File: src/rtl/start_capture_pkg.sv
// -----------------------------------------------------------------------------
// start_capture_pkg
// Shared types and constants for the start_capture front-end stage.
//   state_e  : controller states (idle, launch pulse, run, result held)
//   DROP_W   : width of the rejected-press counter
//   DROP_MAX : saturation value of the rejected-press counter
//   sat_inc  : saturating increment used for the rejected-press counter
// -----------------------------------------------------------------------------
package start_capture_pkg;

  typedef enum logic [1:0] {
    S_IDLE   = 2'd0,
    S_LAUNCH = 2'd1,
    S_RUN    = 2'd2,
    S_DONE   = 2'd3
  } state_e;

  localparam int              DROP_W   = 4;
  localparam logic [DROP_W-1:0] DROP_MAX = 4'd15;

  // Increment that sticks at DROP_MAX instead of wrapping back to zero.
  function automatic logic [DROP_W-1:0] sat_inc(input logic [DROP_W-1:0] v);
    return (v == DROP_MAX) ? v : v + DROP_W'(1);
  endfunction

endpackage

File: src/rtl/key_debounce.sv
// -----------------------------------------------------------------------------
// key_debounce
// Synchronizes the raw active-low push-button into the clk domain and filters
// contact bounce. The debounced level only changes after the synchronized key
// has disagreed with it for DEBOUNCE_CYCLES consecutive cycles.
//   clk        : system clock
//   reset      : asynchronous, active-low reset
//   key_n      : raw button, 0 = pressed, asynchronous to clk
//   pressed    : debounced level, 1 while the button is held
//   press_edge : one-cycle pulse on a debounced released->pressed transition
// SYNC_STAGES must be at least 2.
// -----------------------------------------------------------------------------
module key_debounce #(
  parameter int SYNC_STAGES     = 2,
  parameter int DEBOUNCE_CYCLES = 16
) (
  input  logic clk,
  input  logic reset,
  input  logic key_n,
  output logic pressed,
  output logic press_edge
);

  // The counter never needs to hold more than DEBOUNCE_CYCLES-1.
  localparam int               CNT_W    = (DEBOUNCE_CYCLES > 2) ? $clog2(DEBOUNCE_CYCLES) : 1;
  localparam logic [CNT_W-1:0] CNT_LAST = CNT_W'(DEBOUNCE_CYCLES - 1);

  logic [SYNC_STAGES-1:0] key_sync_q, key_sync_d;
  logic                   key_level_q, key_level_d;   // debounced key_n, 1 = released
  logic [CNT_W-1:0]       cnt_q, cnt_d;
  logic                   press_edge_q, press_edge_d;
  logic                   key_synced;

  assign key_synced = key_sync_q[SYNC_STAGES-1];

  // NOTE: every signal assigned in always_comb gets a default first, so no
  // path leaves it unassigned and no latch is inferred.
  always_comb begin
    key_sync_d  = {key_sync_q[SYNC_STAGES-2:0], key_n};
    key_level_d = key_level_q;
    cnt_d       = '0;
    if (key_synced != key_level_q) begin
      if (cnt_q == CNT_LAST) begin
        key_level_d = key_synced;              // stable long enough: accept, counter clears
      end else begin
        cnt_d = cnt_q + CNT_W'(1);
      end
    end
    // Only the released->pressed direction is of interest downstream.
    press_edge_d = key_level_q & ~key_level_d;
  end

  // NOTE: synchronizer flops are reset like any other state so the key reads
  // "released" right after reset instead of an unknown that could fake a press.
  always_ff @(posedge clk or negedge reset) begin
    if (!reset) begin
      key_sync_q   <= '1;
      key_level_q  <= 1'b1;
      cnt_q        <= '0;
      press_edge_q <= 1'b0;
    end else begin
      key_sync_q   <= key_sync_d;
      key_level_q  <= key_level_d;
      cnt_q        <= cnt_d;
      press_edge_q <= press_edge_d;
    end
  end

  assign pressed    = ~key_level_q;
  assign press_edge = press_edge_q;

endmodule

File: src/rtl/start_capture.sv
// -----------------------------------------------------------------------------
// start_capture
// Front end for the bit-counting control/datapath pair. Debounces the start
// button, synchronizes the switch operand, captures it on a clean press while
// the counter is ready, issues a one-cycle start pulse and tracks the run
// until done, holding the operand stable throughout.
//   clk          : system clock (CLOCK_50)
//   reset        : asynchronous, active-low reset
//   key_n        : raw push-button, 0 = pressed
//   sw_in        : raw switch operand
//   ready        : counter idle, can accept start
//   done         : counter finished the current operand
//   start        : one-cycle launch pulse
//   operand      : captured operand, changes only when a launch begins
//   busy         : high from launch until done is observed
//   result_valid : high from done until the next accepted press
//   dropped      : saturating count of rejected presses
// All outputs are registered.
// -----------------------------------------------------------------------------
module start_capture
  import start_capture_pkg::*;
#(
  parameter int DATA_W          = 8,
  parameter int SYNC_STAGES     = 2,
  parameter int DEBOUNCE_CYCLES = 16
) (
  input  logic              clk,
  input  logic              reset,
  input  logic              key_n,
  input  logic [DATA_W-1:0] sw_in,
  input  logic              ready,
  input  logic              done,
  output logic              start,
  output logic [DATA_W-1:0] operand,
  output logic              busy,
  output logic              result_valid,
  output logic [DROP_W-1:0] dropped
);

  logic key_pressed;
  logic press_edge;
  logic press;

  key_debounce #(
    .SYNC_STAGES     (SYNC_STAGES),
    .DEBOUNCE_CYCLES (DEBOUNCE_CYCLES)
  ) u_key_debounce (
    .clk        (clk),
    .reset      (reset),
    .key_n      (key_n),
    .pressed    (key_pressed),
    .press_edge (press_edge)
  );

  // The edge pulse is only honoured while the debounced level agrees it is held.
  assign press = press_edge & key_pressed;

  // Switch synchronizer: capture always reads the last stage, never sw_in.
  logic [SYNC_STAGES-1:0][DATA_W-1:0] sw_sync_q, sw_sync_d;
  logic [DATA_W-1:0]                  sw_synced;

  assign sw_sync_d = {sw_sync_q[SYNC_STAGES-2:0], sw_in};
  assign sw_synced = sw_sync_q[SYNC_STAGES-1];

  state_e            state_q, state_d;
  logic [DATA_W-1:0] operand_q, operand_d;
  logic [DROP_W-1:0] dropped_q, dropped_d;
  logic              start_q, start_d;
  logic              busy_q, busy_d;
  logic              result_valid_q, result_valid_d;

  always_comb begin
    state_d   = state_q;
    operand_d = operand_q;
    dropped_d = dropped_q;

    unique case (state_q)
      S_IDLE, S_DONE: begin
        if (press) begin
          if (ready) begin
            operand_d = sw_synced;
            state_d   = S_LAUNCH;
          end else begin
            dropped_d = sat_inc(dropped_q);
          end
        end
      end
      S_LAUNCH: state_d = S_RUN;
      S_RUN: begin
        // A press here is never queued; done still wins in the same cycle.
        if (press) dropped_d = sat_inc(dropped_q);
        if (done)  state_d   = S_DONE;
      end
      default: state_d = S_IDLE;
    endcase

    // Outputs decode the next state so they line up with state_q after the edge.
    start_d        = (state_d == S_LAUNCH);
    busy_d         = (state_d == S_LAUNCH) || (state_d == S_RUN);
    result_valid_d = (state_d == S_DONE);
  end

  // NOTE: sequential state uses non-blocking assignments so every flop samples
  // the pre-edge values regardless of statement order.
  always_ff @(posedge clk or negedge reset) begin
    if (!reset) begin
      sw_sync_q      <= '0;
      state_q        <= S_IDLE;
      operand_q      <= '0;
      dropped_q      <= '0;
      start_q        <= 1'b0;
      busy_q         <= 1'b0;
      result_valid_q <= 1'b0;
    end else begin
      sw_sync_q      <= sw_sync_d;
      state_q        <= state_d;
      operand_q      <= operand_d;
      dropped_q      <= dropped_d;
      start_q        <= start_d;
      busy_q         <= busy_d;
      result_valid_q <= result_valid_d;
    end
  end

  assign start        = start_q;
  assign operand      = operand_q;
  assign busy         = busy_q;
  assign result_valid = result_valid_q;
  assign dropped      = dropped_q;

endmodule

File: config.mk
export PLATFORM = sky130hd
export DESIGN_NAME = start_capture
export DESIGN_NICKNAME = d
export VERILOG_FILES = /design/src/rtl/start_capture_pkg.sv /design/src/rtl/key_debounce.sv /design/src/rtl/start_capture.sv
export SDC_FILE = /design/constraint.sdc
export NUM_CORES = 1
export LEC_CHECK = 0
export CORE_AREA = 5 5 65 55
export CTS_BUF_LIST = sky130_fd_sc_hd__clkbuf_16
export CTS_CLUSTER_SIZE = 20
export DETAILED_ROUTE_END_ITERATION = 10
export DIE_AREA = 0 0 70 60
export PLACE_DENSITY = 0.88
export SLEW_MARGIN = 20
export SYNTH_ARGS = -nofsm -noshare
export SYNTH_HDL_FRONTEND = slang
export SYNTH_SLANG_ARGS = --single-unit
File: constraint.sdc
create_clock -name clk -period 3 [get_ports clk]
set_clock_uncertainty 0.15 [all_clocks]
set_input_delay 0.9 -clock clk [delete_from_list [all_inputs] [get_ports clk]]
set_output_delay 0.9 -clock clk [all_outputs]
set_load 0.01 [all_outputs]
-- Word-level counts from Yosys, hierarchy flattened
Index checks and enable logic that the tools add are counted.
- input port bits: 13
- word-level logic and storage cells: 49
- register bits after elaboration: 41
- output and inout port bits: 15
- reductions and logical operators: 6
- mux-type cells: 13
- equality and inequality tests: 12
- add/subtract/negate cells: 2
- bitwise operators: 4
- operator list (operator ; number):
    $mux W4 ; 6
    $add A4 B1 Y4 const B ; 2
    $eq A2 B2 Y1 const B ; 4
    $eq A4 B4 Y1 const B ; 2
    $pmux W4 S2 ; 1
    $mux W2 ; 3
    $ne A2 B2 Y1 const B ; 3
    $pmux W2 S3 ; 1
    $eq A2 B1 Y1 const B ; 2
    $reduce_and A4 Y1 ; 1
    $reduce_and A3 Y1 ; 1
    $and A1 B1 Y1 ; 2
    $logic_not A2 Y1 ; 1
    $mux W1 ; 2
    $not A1 Y1 ; 2
    $reduce_bool A2 Y1 ; 1
    $reduce_or A2 Y1 ; 1
    $logic_or A1 B1 Y1 ; 1
    $ne A1 B1 Y1 ; 1

-- Depth between registers and ports, before layout
Gate-level depths: netlist (run 1).
- depth in word-level cells: 6
- gate-level depth with buffers: 6
- gate-level depth less buffers: 6

-- Cells and area by module
A second synthesis (run 1) with hierarchy kept.
- cells, all modules: 97
- area, all modules: 1495.2 µm²
- modules (own cells, without submodules) (module ; cells each ; times used ; seq. area each (µm²) ; area an instance (µm²)):
    start_capture ; 76 ; 1 ; 825.8 ; 1187.4
    key_debounce ; 21 ; 1 ; 203.9 ; 307.8

-- Least setup slack after synthesis (run 1)
Ideal clock, no wire load.
- path type: input -> register
- start point: input port ready
- end point: register dropped_q[1] (netlist: dropped[1])
- setup slack: 1.103 ns
- stages on the path: 4
- library setup time: 0.125 ns
- buffers on the path: 0
- required time: 2.725 ns
- arrival: 1.622 ns
- cells stage by stage: nand2_1 a21oi_2 a311o_1 mux2_4
- word-level cells in the longest chain between the ends: 2
- ends and longest elaborated chain (item ; line ; text):
    from (decl) ; start_capture.sv:31 ; input logic ready,
    $ne A2 B2 Y1 (no source line) ; - ;
    $reduce_and A4 Y1 (no source line) ; - ;
    to (signal assigned) ; start_capture.sv:118 ; dropped_q <= dropped_d;
    to (decl) ; start_capture.sv:67 ; logic [DROP_W-1:0] dropped_q, dropped_d;
No other way between the ends.
A chain may end at the register's enable or synchronous reset.

-- Worst setup path in the final report (run 1)
- start point: register dropped_q[0] (netlist: dropped[0])
- end point: output port dropped[0]
- RTL lines (item ; line ; text):
    to (decl) ; start_capture.sv:37 ; output logic [DROP_W-1:0] dropped
No word-level cell between the ends.

==> run metrics, run 1 <==
status=finished clean; setup TNS=0 ps; global route overflow=0; fin crit share=between 70% and 80%; synthesis-to-layout area growth=31.40%; Die Width=~70 um; synthesized area per cell=roughly 16 um2; Reg clk slew, reported paths=about 60 ps; Worst R2R Path Depth=5; Final #Nets=approximately 140; crit path max fanout=4; Core Box Area=between 2000 and 3000 um2; Post-DRT Antenna Nets=0; Antenna Cells=0; IO buf count=27; routed len/inst=~14 um; CTS Buffer Depth=2; CP max stage cell=clkdlybuf4s50_1; row cnt=18; fillcell total=about 230; H-tree levels=2; Worst Setup Start Kind=flop; via count=806; CTS Buf Count=5; RSZ-0062 raised after global routing=false; r2r setup slk=1030 ps; clock latency on the worst-skew pair=roughly 270 ps; Initial Utilization=between 40 and 50%; Pwr Total=1.475 mW; register area share after synthesis=71.38%; 1st-iter DRT viols=43; Crit Path Category=reg -> out; Routability Congestion=0.7638; clk sinks=between 40 and 50; CTS resizes=0; endpoints failing setup=0; delay-heaviest family, CP=buffers and inverters; CP endpoint kind=primary output; Inst Count DP=about 160; First-pass DRT Iterations=2; Synth cell types=23; CTS tree=built; Worst Hold Class=reg -> reg; number of remaining DRC errors=0; Die H=60 um; post-synthesis cell area=between 1000 and 1500 um2; leak pwr=0.8639 nW; critical path depth=1; DIE AREA=approximately 4200 um2; vias per cell=4.885; hold path depth=0; antenna violations before repair=0; I/O pins=28; largest net degree at the start of global routing=42; Seq cells post-synth=between 40 and 50; clock root buffer=clkbuf_16; Slew @ Worst Pin=851.7 ps; Detailed Place HPWL=1.635 mm; power per cell area=778.1 nW/um2; post-synth net total=109; CP arrival=1250 ps; minimum clock period=2300 ps; utilization after layout=64.74%; first-pass GRT wire length=4.264 mm; Max Freq=approximately 430 MHz; max-cap viol count=0; share of cells above drive strength 1=approximately a fifth; final hold vios=0; Req. time, crit path=between 1500 and 2000 ps; worst-path cell chain=clkdlybuf4s50_1; Peak supply drop=between 0.0005 and 0.0006 V; Finished Layout Cells=165; max-slew violations=0; Yosys warnings=0; vias in the first global route=between 900 and 1000; cells after synthesis=90; CP max stage delay=about 560 ps; CP Buf/Inv Count=1; hold-fix buffers at CTS=0; WHS=roughly 200 ps; Slew HR=about 43%; GRT Total Usage=between 10% and 20%; # Post-CTS Setup Buffers=0; Total Wirelength=approximately 2.4 mm
[synthesized netlist by cell type]
library cell,n,area [um2]
a21boi_0,1,7.510
a21oi_1,4,20.02
a21oi_2,1,8.760
a311o_1,1,10.01
dfrtp_1,38,950.9
dfstp_2,3,78.83
ha_1,6,75.07
inv_1,5,18.77
mux2_2,11,123.9
mux2_4,1,15.01
nand2_1,1,3.750
nand2b_1,2,12.51
nand3_1,2,10.01
nand3_2,1,10.01
nand4b_1,1,8.760
nor2_1,1,3.750
nor2_2,1,6.260
nor2b_1,1,6.260
nor2b_4,1,13.76
nor3_1,1,5.000
nor3b_1,3,22.52
o21ai_0,1,5.000
xnor2_1,3,26.28
[flip-flops by register name, summed over array words and instances (netlist names)]
| register | flops |
|---|---|
| operand | 8 |
| sw_sync_d | 8 |
| sw_synced | 8 |
| dropped | 4 |
| u_key_debounce.cnt_q | 4 |
| state_q | 2 |
| u_key_debounce.key_sync_q | 2 |
| busy | 1 |
| result_valid | 1 |
| start | 1 |
| u_key_debounce.key_level_q | 1 |
| u_key_debounce.press_edge | 1 |
[worst reg2reg max path, stage by stage (launching register included)]
cell and delay (ps):
dfrtp_1 370, inv_1 50, ha_1 360, nand3_2 240, a21boi_0 390, ha_1 300
[cells in the final DEF, fill, tap and decap left out]
cell type / instances
dfrtp_1: 38
clkdlybuf4s50_1: 26
mux2_2: 11
ha_1: 6
inv_1: 5
clkbuf_16: 5
a21oi_1: 4
xnor2_1: 3
nor3b_1: 3
dfstp_2: 3
nand3_1: 2
nand2b_1: 2
clkinv_1: 2
nor2b_4: 1
nand3_2: 1
a21boi_0: 1
nor2_2: 1
nor2_1: 1
nor2b_1: 1
o21ai_0: 1
nand4b_1: 1
nand2_1: 1
a21oi_2: 1
nor3_1: 1
a311o_1: 1
mux2_4: 1
clkinv_2: 1
buf_2: 1
[layer usage]
metal	global-route usage (%)	wire length, um
met1	15.77	1011
met2	22.34	1189
met3	6.387	129
met4	7.650	55
met5	0	0
[area by class of cell]
class	instances	area (um2)	area share (%)
clock inverters	3	12.51	0.6601
clock buffers	5	125.1	6.601
flip-flops and latches	41	1030	54.32
multi-input cells	44	394.1	20.79
repair buffers	27	265.3	13.99
inverters	5	18.77	0.9901
well taps	40	50.05	2.640
[metrics by stage]
step	cell area, um2	worst slack, ps
2_1_floorplan	1443	1103
3_3_place_gp	1758	567.6
3_5_place_dp	1758	506.8
4_1_cts	1896	693.8
5_1_grt	1896	662.3
6_report	1896	700.0
[report_power, final]
| part | internal (mW) | switching (mW) |
|---|---|---|
| sequential | 0.621 | 0.0526 |
| clock | 0.300 | 0.193 |
| combinational | 0.176 | 0.132 |
[worst paths after layout]
check	startpoint	to
worst max-delay path	dropped[0]	dropped[0]
worst min-delay path	sw_sync_d[14]	sw_synced[6]
min in group asynchronous	reset	u_key_debounce.cnt_q[3]
worst min register to register	sw_sync_d[14]	sw_synced[6]
max in group asynchronous	reset	state_q[0]
worst max register to register	state_q[0]	busy
[cells by family after synthesis]
group / Yosys count / synth area share (%)
flip-flops: 41 / 71.38
AND/OR/NAND/NOR: 15 / 7.111
multiplexers: 12 / 9.627
AO/OA/AOI/OAI: 8 / 3.556
adder cells (fa/ha/maj): 6 / 5.204
buffers and inverters: 5 / 1.301
XOR/XNOR: 3 / 1.822
(Power assumes the default switching activity.)
==> run 2: changes to the inputs <==
--- a/config.mk
+++ b/config.mk
@@ -5,12 +5,12 @@
 export SDC_FILE = /design/constraint.sdc
 export NUM_CORES = 1
 export LEC_CHECK = 0
-export CORE_AREA = 5 5 65 55
+export CORE_AREA = 5 5 67 57
 export CTS_BUF_LIST = sky130_fd_sc_hd__clkbuf_16
 export CTS_CLUSTER_SIZE = 20
 export DETAILED_ROUTE_END_ITERATION = 10
-export DIE_AREA = 0 0 70 60
-export PLACE_DENSITY = 0.88
+export DIE_AREA = 0 0 72 62
+export PLACE_DENSITY = 0.83
 export SLEW_MARGIN = 20
 export SYNTH_ARGS = -nofsm -noshare
 export SYNTH_HDL_FRONTEND = slang
==> constraint.sdc (replaced) <==
create_clock -name clk -period 2.4 [get_ports clk]
set_clock_uncertainty 0.15 [all_clocks]
set_input_delay 0.72 -clock clk [delete_from_list [all_inputs] [get_ports clk]]
set_output_delay 0.72 -clock clk [all_outputs]
set_load 0.01 [all_outputs]
==> run 2 against run 1 <==
Effect of this change:
- sequential power is 25% higher
- global-route usage is essentially flat
- sequential share of layout area is 0.32 points lower
- die area grew 6.3%
- core utilization decreased by 1.6 points
- flip-flop and latch count did not move
- cell count up 0.61%
- total power rose by 23%
- critical path type unchanged
==> run metrics, run 2 (synthesis results as in run 1) <==
status=finished clean; routed len/inst=approximately 15 um; Die Width=72 um; Req. time, crit path=1530 ps; met3 Usage GRT=6.109%; busiest grt layer=met2; setup TNS=0 ps; minimum clock period=around 2100 ps; row cnt=18; CP max stage cell=clkdlybuf4s50_1; leak pwr=0.8750 nW; Final #Nets=between 100 and 150; fin crit share=roughly 88%; Peak supply drop=about 0.00070 V; Detailed Place HPWL=between 1.5 and 2 mm; CTS resizes=0; number of remaining DRC errors=0; CTS tree=built; Crit Path Category=reg -> out; CP Buf/Inv Count=1; Total Wirelength=2.495 mm; Routability Congestion=a little under 0.7; CTS Buffer Depth=2; final hold vios=0; # Post-CTS Setup Buffers=0; RSZ-0062 raised after global routing=false; via count=approximately 800; Core Box Area=3018 um2; antenna violations before repair=0; most common cell after layout, fill and taps aside=dfrtp_1; Worst Setup Start Kind=flop; WHS=between 200 and 250 ps; H-tree levels=2; Initial Utilization=roughly 48%; max-cap viol count=0; CP arrival=about 1200 ps; largest net degree at the start of global routing=42; Post-DRT Antenna Nets=0; Final WS setup=a little under 300 ps; met1 Use GR=between 10 and 15%; clk sinks=41; DP Worst Slack=between 100 and 150 ps; vias per cell=4.807; M2 GR Usage=between 20% and 30%; IO buf count=27; Max Freq=474.3 MHz; delay-heaviest family, CP=buffers and inverters; I/O pins=28; GRT Total Usage=~14%; Die H=about 62 um; hold-fix buffers at CTS=0; power per cell area=954.6 nW/um2; First-pass DRT Iterations=4; vias in the first global route=around 970; clock latency on the worst-skew pair=270 ps; synthesis-to-layout area growth=32.18%; CTS Buf Count=5; global route overflow=0; Antenna Cells=0; first-pass GRT wire length=about 4.4 mm; endpoints failing setup=0; Reg clk slew, reported paths=roughly 50 ps; Slew HR=between 60% and 70%; crit path max fanout=4; DIE AREA=between 4000 and 5000 um2; 1st-iter DRT viols=13; Worst Hold Class=reg -> reg; max-slew violations=0; Pwr Total=roughly 1.8 mW; Slew @ Worst Pin=between 400 and 500 ps; share of cells above drive strength 1=between 20% and 30%; CP endpoint kind=primary output; CP max stage delay=560 ps; worst-path cell chain=clkdlybuf4s50_1; most frequent cells in the layout=dfrtp_1, clkdlybuf4s50_1, mux2_2, inv_1, ha_1; clock root buffer=clkbuf_16
[run 2: cell count changes in the layout (fill, tap and decap cells not counted)]
cell / previous run / this run
buf_4: 0 / 2
clkinv_1: 2 / 0
inv_1: 5 / 6
[run 2: path summary, 6_finish.rpt]
path	cells past startpoint	from	endpoint	slack, ps
setup / recovery	1	dropped[0]	dropped[0]	290
hold / removal	0	sw_sync_d[15]	sw_synced[7]	200
setup reg to reg	6	state_q[0]	dropped[1]	410
hold reg to reg	0	sw_sync_d[15]	sw_synced[7]	200
max in group asynchronous	2	reset	u_key_debounce.key_level_q	1390
min in group asynchronous	2	reset	sw_synced[3]	350
[run 2: final cells by class]
| cell class | count | area (um2) |
|---|---|---|
| Fill cell | 239 | 1111 |
| Clock buffer | 5 | 125.1 |
| Clock inverter | 2 | 8.758 |
| Timing Repair Buffer | 29 | 280.3 |
| Multi-Input combinational cell | 44 | 394.1 |
| Tap cell | 40 | 50.05 |
| Inverter | 5 | 18.77 |
| Sequential cell | 41 | 1030 |
[run 2: power breakdown]
part           switching (mW)  internal [mW]
combinational           0.167          0.219
sequential             0.0631          0.776
clock                   0.222          0.372
[run 2: per-layer routing]
| metal | wire (um) | up-vias |
|---|---|---|
| met2 | 1338 | 24 |
| met1 | 981 | 401 |
| met3 | 161 | 2 |
| met5 | 0 | - |
| li1 | - | 371 |
| met4 | 13 | 0 |
[run 2: metrics by stage]
step / std cells / util [%] / instance area [um2]
final: 166 / 63.18 / 1907
after detailed placement: 159 / 58.75 / 1773
after global routing: 166 / 63.18 / 1907
after CTS: 166 / 63.18 / 1907
after floorplan: 90 / - / 1443
after global placement: 159 / 58.75 / 1773
==> run 3: changes to the inputs <==
--- a/config.mk
+++ b/config.mk
@@ -5,12 +5,12 @@
 export SDC_FILE = /design/constraint.sdc
 export NUM_CORES = 1
 export LEC_CHECK = 0
-export CORE_AREA = 5 5 67 57
+export CORE_AREA = 5 5 65 55
 export CTS_BUF_LIST = sky130_fd_sc_hd__clkbuf_16
 export CTS_CLUSTER_SIZE = 20
 export DETAILED_ROUTE_END_ITERATION = 10
-export DIE_AREA = 0 0 72 62
-export PLACE_DENSITY = 0.83
+export DIE_AREA = 0 0 70 60
+export PLACE_DENSITY = 0.88
 export SLEW_MARGIN = 20
 export SYNTH_ARGS = -nofsm -noshare
 export SYNTH_HDL_FRONTEND = slang
==> constraint.sdc (replaced) <==
create_clock -name clk -period 2.5 [get_ports clk]
set_clock_uncertainty 0.15 [all_clocks]
set_input_delay 0.75 -clock clk [delete_from_list [all_inputs] [get_ports clk]]
set_output_delay 0.75 -clock clk [all_outputs]
set_load 0.01 [all_outputs]
==> run 3 against run 2 <==
Effect of this change:
- flip-flop and latch count unchanged
- critical path depth did not move
- final area up 2.4%
- wire length is 13% lower
- clock-buffer cell count stayed put
- clock power increased by 18%
- non-clock buffer count is the same
- cell count rose by 0.60%
- sequential power down 4.2%
- via count up 0.13%
- combinational power is 5.7% lower
- highest routed layer unchanged
==> run metrics, run 3 (synthesis results as in run 1) <==
Detailed Place HPWL=~1.6 mm; clock root buffer=clkbuf_16; delay-heaviest family, CP=buffers and inverters; max-slew violations=0; most common cell after layout, fill and taps aside=dfrtp_1; DIE AREA=4200 um2; 1st-iter DRT viols=35; CP Buf/Inv Count=1; Peak supply drop=0.0007240 V; Seq pwr share=between 40% and 50%; largest net degree at the start of global routing=42; vias per cell=roughly 4.8; P_sw=about 0.45 mW; r2r setup slk=about 600 ps; first-pass GRT wire length=~3.8 mm; Sw Ratio=a little under a quarter; First-pass DRT Iterations=4; I/O pins=28; clk sinks=41; Die H=about 60 um; Crit Path Category=reg -> out; share of cells above drive strength 1=between 20% and 30%; CP endpoint kind=primary output; Inst Count DP=approximately 160; leak pwr=between 0.8 and 0.9 nW; Post-DRT Antenna Nets=0; CTS Buf Count=5; synthesis-to-layout area growth=35.30%; Final #Nets=roughly 150; CP arrival=between 1000 and 1500 ps; setup TNS=0 ps; CP max stage cell=clkdlybuf4s50_1; CTS tree=built; number of remaining DRC errors=0; CTS resizes=0; Clk network pwr share=between 30% and 40%; Layout Cell Area excl Fill=just under 2000 um2; Core Box Area=2928 um2; # Post-CTS Setup Buffers=0; worst reg2reg path endpoint=dropped[1]; Die Width=70 um; H-tree levels=2; Placed Area=1785 um2; crit path max fanout=4; hold_sp=sw_sync_d[10]; clock latency on the worst-skew pair=roughly 280 ps; RR Startpoint=state_q[0]; IO buf count=27; vias in the first global route=about 900; worst-path cell chain=clkdlybuf4s50_1; Slew HR=between 70% and 80%; CP max stage delay=560 ps; Req. time, crit path=roughly 1600 ps; most frequent cells in the layout=dfrtp_1, clkdlybuf4s50_1, mux2_2, ha_1; hold-fix buffers at CTS=0; global route overflow=0; Initial Utilization=slightly below 50%; status=finished clean; row cnt=18; Total Wirelength=2.183 mm; Antenna Cells=0; fillcell total=around 210; Worst Hold Class=reg -> reg; endpoints failing setup=0; final hold vios=0; Finished Layout Cells=~170; Max Freq=approximately 470 MHz; minimum clock period=about 2100 ps; Worst R2R Path Depth=6; Worst Setup Start Kind=flop; antenna violations before repair=0; fin crit share=between 80% and 90%; CTS Buffer Depth=2; Comb pwr share=19.5%; via count=799; WHS Endpoint=sw_synced[2]; max-cap viol count=0; Routability Congestion=about 0.67; power per cell area=between 900 and 1000 nW/um2; hold path depth=0; RSZ-0062 raised after global routing=false; routed len/inst=about 13 um; Slew @ Worst Pin=348.1 ps; GRT Total Usage=12.42%; Reg clk slew, reported paths=about 60 ps; Internal=1.423 mW
-- run 3: through the flow --
stage	setup WS [ps]	hold slack (ps)	power (mW)	utilization [%]
global placement	240.2	182.1	1.166	60.98
floorplan	694.4	181.2	1.006	-
detailed placement	207.5	184.7	1.189	60.98
CTS	344.9	197.5	1.897	66.67
global route	305.8	209.5	1.978	66.67
finish	355.2	194.9	1.871	66.67
-- run 3: layout make-up --
class	count	area, um2	area share (%)
sequential	41	1030	52.76
clock buffer	5	125.1	6.410
multi-input combinational	44	394.1	20.19
timing repair buffer	29	292.8	15.00
clock inverter	3	41.29	2.115
tap	40	50.05	2.564
inverter	5	18.77	0.9615
-- run 3: worst max-delay path by stage --
stage                     startpoint         end  slack [ps]  cells after the start
after CTS                 dropped[0]  dropped[0]         340                      1
after floorplan           state_q[0]  dropped[1]         690                      6
final                     dropped[0]  dropped[0]         360                      1
after global routing      dropped[3]  dropped[3]         310                      1
after global placement         ready  dropped[1]         240                      5
after detailed placement       ready  dropped[1]         210                      5
-- run 3: per-layer routing --
layer	wire, um	vias to the layer above	part of all wire, %	track usage [%]
met2	1069	32	49	21.00
met1	876	382	40	13.36
met4	53	0	2.4	4.645
met3	183	6	8.4	6.723
li1	-	379	-	-
met5	0	-	0	0
-- run 3: power by group through the flow --
stage                     logic, mW  clock network (mW)  registers (mW)
after floorplan               0.177                   0           0.830
after global placement        0.354                   0           0.813
after detailed placement      0.371                   0           0.818
after CTS                     0.373               0.718           0.806
after global routing          0.408               0.752           0.818
final                         0.364               0.702           0.804
